## src/rtl/axis_stream_fifo.sv

```systemverilog
// AXI4-Stream first-word-fall-through FIFO with beat and packet occupancy counters.
// Define AXIS_STREAM_FIFO_PKT_MODE_EN to hold beats until a whole packet is stored.
module axis_stream_fifo #(
  parameter int unsigned TDATA_WIDTH = 128,
  parameter int unsigned TUSER_WIDTH = 8,
  parameter int unsigned DEPTH       = 16
) (
  input  logic                         clk,
  input  logic                         rst,

  input  logic [TDATA_WIDTH-1:0]       s_tdata,
  input  logic                         s_tlast,
  input  logic [TDATA_WIDTH/8-1:0]     s_tstrb,
  input  logic [TUSER_WIDTH-1:0]       s_tuser,
  input  logic                         s_tvalid,
  output logic                         s_tready,

  output logic [TDATA_WIDTH-1:0]       m_tdata,
  output logic                         m_tlast,
  output logic [TDATA_WIDTH/8-1:0]     m_tstrb,
  output logic [TUSER_WIDTH-1:0]       m_tuser,
  output logic                         m_tvalid,
  input  logic                         m_tready,

  output logic [$clog2(DEPTH):0]       count,
  output logic [$clog2(DEPTH):0]       pkt_cnt,
  output logic                         full,
  output logic                         empty
);

  localparam int unsigned StrbW = TDATA_WIDTH / 8;
  localparam int unsigned AW    = $clog2(DEPTH);
  localparam int unsigned CW    = AW + 1;
  localparam int unsigned BeatW = TDATA_WIDTH + StrbW + TUSER_WIDTH + 1;

  logic [BeatW-1:0] mem_q [DEPTH];
  logic [AW-1:0]    wr_ptr_q, wr_ptr_d;
  logic [AW-1:0]    rd_ptr_q, rd_ptr_d;
  logic [CW-1:0]    count_q, count_d;
  logic [BeatW-1:0] head;
  logic             push, pop;

  assign full     = (count_q == CW'(DEPTH));
  assign empty    = (count_q == '0);
  assign count    = count_q;
  // Full blocks acceptance even when a pop happens in the same cycle.
  assign s_tready = !full && !rst;
  assign push     = s_tvalid && s_tready;
  assign pop      = m_tvalid && m_tready;
  assign head     = mem_q[rd_ptr_q];

  always_comb begin
    wr_ptr_d = push ? wr_ptr_q + AW'(1) : wr_ptr_q;
    rd_ptr_d = pop  ? rd_ptr_q + AW'(1) : rd_ptr_q;
    unique case ({push, pop})
      2'b10:   count_d = count_q + CW'(1);
      2'b01:   count_d = count_q - CW'(1);
      default: count_d = count_q;
    endcase
  end

  always_ff @(posedge clk) begin
    if (rst) begin
      wr_ptr_q <= '0;
      rd_ptr_q <= '0;
      count_q  <= '0;
    end else begin
      wr_ptr_q <= wr_ptr_d;
      rd_ptr_q <= rd_ptr_d;
      count_q  <= count_d;
    end
  end

  always_ff @(posedge clk) begin
    if (push) begin
      mem_q[wr_ptr_q] <= {s_tdata, s_tstrb, s_tuser, s_tlast};
    end
  end

`ifdef AXIS_STREAM_FIFO_PKT_MODE_EN
  logic [CW-1:0] pkt_cnt_q, pkt_cnt_d;
  logic          pkt_in, pkt_out;

  assign pkt_in  = push && s_tlast;
  assign pkt_out = pop && head[0];

  always_comb begin
    unique case ({pkt_in, pkt_out})
      2'b10:   pkt_cnt_d = pkt_cnt_q + CW'(1);
      2'b01:   pkt_cnt_d = pkt_cnt_q - CW'(1);
      default: pkt_cnt_d = pkt_cnt_q;
    endcase
  end

  always_ff @(posedge clk) begin
    if (rst) begin
      pkt_cnt_q <= '0;
    end else begin
      pkt_cnt_q <= pkt_cnt_d;
    end
  end

  assign pkt_cnt  = pkt_cnt_q;
  // A full FIFO releases beats early so packets longer than DEPTH cannot deadlock.
  assign m_tvalid = !empty && ((pkt_cnt_q != '0) || full);
`else
  assign pkt_cnt  = '0;
  assign m_tvalid = !empty;
`endif

  always_comb begin
    {m_tdata, m_tstrb, m_tuser, m_tlast} = m_tvalid ? head : '0;
  end

endmodule

```

## config.mk

```make
export PLATFORM = sky130hd
export DESIGN_NAME = axis_stream_fifo
export DESIGN_NICKNAME = d
export VERILOG_FILES = /design/src/rtl/axis_stream_fifo.sv
export SDC_FILE = /design/constraint.sdc
export NUM_CORES = 2
export LEC_CHECK = 0
export CAP_MARGIN = 25
export CORE_UTILIZATION = 45
export CTS_BUF_LIST = sky130_fd_sc_hd__clkbuf_4
export CTS_CLUSTER_DIAMETER = 40
export CTS_CLUSTER_SIZE = 40
export DETAILED_ROUTE_END_ITERATION = 12
export SETUP_SLACK_MARGIN = 0.5
export SLEW_MARGIN = 20
export SYNTH_ARGS = -nofsm -noshare
export SYNTH_HDL_FRONTEND = slang
export SYNTH_SLANG_ARGS = --single-unit
```

## constraint.sdc

```tcl
create_clock -name clk -period 8.2 [get_ports clk]
set_input_delay 1.23 -clock clk [delete_from_list [all_inputs] [get_ports clk]]
set_output_delay 1.23 -clock clk [all_outputs]
set_load 0.03 [all_outputs]
```

Word level (Yosys, flattened, before mapping)
Memories as Yosys holds them, arrays and structs flattened. A register that Yosys moved wholly into a read port is not among the register bits.
Cells that the tools add are included.
- register bits after elaboration: 13
- latch bits: 0
- RAM bits: 2448
- memory bits (read-only): 0
- input port bits: 157
- output and inout port bits: 167
- word-level logic and storage cells: 25
- memories: 1
- add/subtract/negate cells: 4
- multiply operators: 0
- divide/modulo/power cells: 0
- $lt $le $gt $ge: 0
- equality and inequality tests: 3
- shift-type cells: 0
- multiplexer cells: 6
- bitwise gates (word level): 0
- reductions and logical operators: 8
- memory list (memory ; depth ; bits a word ; read ports ; clocked after Yosys merged registers in ; wr ports ; RTL line ; RTL):
    mem_q ; 16 ; 153 ; 1 ; 1 ; 1 ; 36 ; logic [BeatW-1:0] mem_q [DEPTH];
- operator list (cell ; number):
    $mux 153 ; 1
    $pmux 5 s2 ; 1
    $add 4x1->4 const B ; 2
    $mux 4 ; 2
    $add 5x1->5 const B ; 1
    $eq 5x5->1 const B ; 1
    $logic_not 5->1 ; 1
    $sub 5x1->5 const B ; 1
    $logic_and 1x1->1 ; 3
    $logic_not 1->1 ; 3
    $eq 2x1->1 const B ; 1
    $eq 2x2->1 const B ; 1
    $mux 1 ; 2
    $reduce_bool 2->1 ; 1

Longest topological paths before layout
- word-level depth: 6
- depth in mapped cells: 13
- gate-level depth less buffers: 10

Least setup slack after synthesis
OpenSTA, ideal clock, no wires.
- path type: input -> register
- from: input port rst
- to: memory mem_q[4][0] (netlist name) (enable)
- library setup time: 0.530 ns
- arrival time: 5.508 ns
- required time: 7.670 ns
- path slack: 2.162 ns
- cell stages on the path: 5
- buffers on the path: 1
- cell sequence: clkbuf_1 > inv_1 > o211ai_1 > nor3b_1 > and2_1
- word-level cells in the longest chain between the ends: 5
- ends and longest elaborated chain (item ; RTL line ; RTL):
    start: declaration ; 9 ; input logic rst,
    $logic_not 1->1 ; 47 ; assign s_tready = !full && !rst;
    $logic_and 1x1->1 ; 47 ;
    $logic_and 1x1->1 ; 48 ; assign push = s_tvalid && s_tready;
    $mux 1 ; 75 ; if (push) begin
    $mux 1 (implied by the code) ; 76 ; mem_q[wr_ptr_q] <= {s_tdata, s_tstrb, s_tuser, s_tlast};
    end: declaration ; 36 ;
No other way between the ends.

==> results.txt <==
After synthesis the cells add up to 94200 um2. For the worst setup path, the data required time is 6.97 ns. The share of cells above drive strength 1 is 0.288. The count of warnings emitted by yosys came out at 0. The signed area change from the synthesized netlist to the final layout is 12.7%.

Ranked by total cell area, the synthesized netlist is headed by edfxtp_1 (78%), mux4_2 (15%), a211oi_1 (1.5%). Of all nets on the critical path, the largest fanout is 97. The total of hold buffers inserted after clock tree synthesis came out at 0.

The met3 demand-to-capacity share in global routing is 0.0418. The number of flops mapped to enable cells by yosys came out at 2448. The DRC violation count after routing came out at 0. The count of max-cap constraint violations is 0. Entering global routing, the biggest net connects 138 pins. The post-synthesis async set-or-reset flop share came out at 0. The wire length after detailed routing came out at 220000 um. TritonCTS built the clock tree. The post-synthesis share of cell area spent on xor and xnor gates is 0.000744.

The worst endpoint data arrival time came out at 5.07 ns. The overall die height is 460 um. After technology mapping, the gate count stands at 3976. The minimum clock period is 6.30 ns. The antenna violation net count after detailed routing came out at 0. The worst setup path is captured at an output port. Setup violations remaining at the end of the flow were counted as 0. The compound-cell area share of the yosys netlist is 0.0230. Summed over all nets, the half-perimeter wirelength after detailed placement is 108000 um. In this run the tightest slew margin relative to its limit is 0.274. STA classifies the critical path startpoint as a flop. The number of endpoints with negative hold slack in the final report is 0. The post-synthesis area per instance is 23.7 um2. The fraction of met1 tracks used by global routing came out at 0.297. The post-route fraction of the period consumed by the critical path is 0.768. Of the total synthesized cell area, the portion taken by AND, OR, NAND and NOR gates is 0.0137. After floorplanning, the core was divided into 167 placement rows. At the pin with the least slew margin, the transition time is 1.09 ns. In this run, distinct cell masters in the synthesized netlist total 50.

The top-level I/O count came out at 324. The H-tree level count is 5. In this run the most used layer during global routing was met2. The flow ran to the end, and the final reports show no timing, DRC or antenna violations. The initial antenna violation count came to 40. In the final timing run, aggregate negative setup slack is 0 ns. In the post-route analysis, the smallest setup slack over all paths is 1.90 ns.

The count of instances resized after the clock tree is built came out at 0. The critical path class is reg -> out. The clock-pin slew reported for the worst setup and hold paths after clock tree synthesis is 0.11 ns.

The total of flip-flops plus latches after synthesis is 2465. After synthesis, the largest family of logic cells by area is multiplexers. The area of all sequential standard cells came out at 73900 um2. Setup repair after global routing left no endpoint under its margin.

The standby leakage power is 0.0315 uW. The layout has 16300 filler cells. The initial core utilization came out at 0.454. The cell sitting at the root of the clock tree is a clkbuf_4. For this block, the initial DRC count from the detailed router was 4173. For this run, global-route usage on met2 was measured as 0.334. The overall routing resource usage is 0.209.

The area used by multi-input combinational logic came out at 19100 um2. The average via count per standard cell is 5.77. The highest achievable clock rate came out at 159 MHz. The post-detailed-placement cell area came out at 101000 um2. The core utilization of the finished layout is 0.512. The clock sink count is 2465. The maximum buffer depth of the clock tree came out at 4. The setup fix buffers added after clock tree synthesis is 0. For this run, the detailed router's first-pass iteration total came to 5. The highest ir drop seen on vdd is 391 uV. The global-route wire length before repair came out at 318000 um.

Summed over all instances, the cell type with the most area after synthesis is edfxtp_1. The horizontal die dimension is 460 um. The number of global-route vias before repair is 45400. The vias after detailed routing came out at 43700. The placeable core area came out at 207000 um2. The share of the Yosys chip area taken by registers is 0.784. Clock latency on the worst-skew pair, taken at its later pin, is 1.40 ns. The finished cells cover 106000 um2. OpenSTA, run right after detailed placement, puts the worst setup slack at 3.18 ns. The total global routing overflow came out at 0. The areal power density over the cells is 283 nW/um2.

After the last flow step, the layout net total stands at 4658. After synthesis, the most frequently instantiated cells are edfxtp_1 (2448), mux4_2 (612), a211oi_1 (194), nor2b_1 (153), mux2i_1 (99). The class of the tightest hold or removal check is reg -> reg. The share of the synthesized area in the top cell type is 0.780. The tightest hold path in the finished design has a slack of 0.526 ns.

The weighted congestion reported at the end of routability-driven placement came out at 0.724. In the final routed layout, each cell accounts on average for 29.0 um. The area enclosed by the die boundary is 211000 um2. The top flip-flop cell by instance count after synthesis is edfxtp_1. The count of pins over their slew limit was 0.

The total CTS buffers is 351. The cell with the most instances after synthesis is edfxtp_1. Clock skew on the completed layout was measured at 0.138 ns. The mux contribution to synthesized area came out at 0.164.

The number of buffers added on ports came out at 318. Of the total synthesized cell area, the portion taken by full adders, half adders and majority gates is 0.00120.
==> area by class of cell <==
class	instances	area share
clock buffer	384	0.0272
sequential	2465	0.696
timing repair buffer	397	0.0395
multi-input combinational	1270	0.180
tap	2788	0.0329
inverter	7	0.000295
clock inverter	240	0.0237
antenna	16	0.000377
==> sequential cells by signal, summed over array words and instances, names as in the netlist, named ones only <==
register,cells
count,5
mem_q,2448
rd_ptr_q,4
wr_ptr_q,4
==> metrics by stage <==
| step | instances | total power, uW |
|---|---|---|
| after floorplan | 3980 | 19300 |
| after global placement | 6927 | 22100 |
| after detailed placement | 6927 | 22100 |
| after CTS | 7551 | 30500 |
| after global routing | 7560 | 31200 |
| final | 7567 | 30100 |
==> critical path: stages (launching register included) <==
cell and delay, ns:
dfxtp_4 0.91, buf_12 0.59, mux4_2 0.35, nor2b_1 0.13
a211oi_1 0.06, a211oi_1 0.74, clkdlybuf4s50_1 0.81
==> logic make-up (layout without fill, tap and decap cells) <==
logic type | count (synthesis) | after routing
buf+inv | 245 | 1028
flops | 2465 | 2465
other cells | 1 | 21
fa+ha+maj | 9 | 9
xor+xnor | 8 | 8
mux | 767 | 767
compound gates | 269 | 269
simple gates | 212 | 212
==> per-layer routing <==
metal,up-vias,part of all wire
li1,18300,-
met1,23600,0.43
met2,1311,0.49
met3,355,0.062
met4,40,0.020
met5,-,0.0011
==> power breakdown <==
group | switching (uW) | internal (uW)
Clock | 4910 | 3440
Combinational | 4300 | 3210
Sequential | 130 | 14100
Total | 9330 | 20700
==> placed cells by master, fill, tap and decap left out, types with 4 or more instances in the layout <==
cell type and instances:
diode_2 16, o211ai_1 4, clkinv_2 23, clkinvlp_4 33, buf_4 46, dfxtp_1 13, edfxtp_1 2448, inv_8 21
nor2_1 14, clkbuf_4 384, clkdlybuf4s50_1 318, bufinv_16 26, clkinv_4 32, inv_6 73, a211oi_1 194, mux2_2 56
dfxtp_4 4, clkinv_8 8, ha_1 9, and2_4 12, mux2i_1 99, buf_12 33, a221o_1 56, and3_4 4
conb_1 5, clkinv_1 22, xor2_1 6, mux4_2 612, nand2_1 5, nor2b_1 153, inv_1 6
==> final timing paths <==
path,slack [ns],endpoint,startpoint,cells after the start
max reg2reg,4.79,mem_q[14][1],count[1],5
min reg2reg,0.53,flop,rd_ptr_q[1],2
min,0.53,flop,rd_ptr_q[1],2
max,1.90,m_tdata[32],flop,6
(Power assumes the default switching activity.)
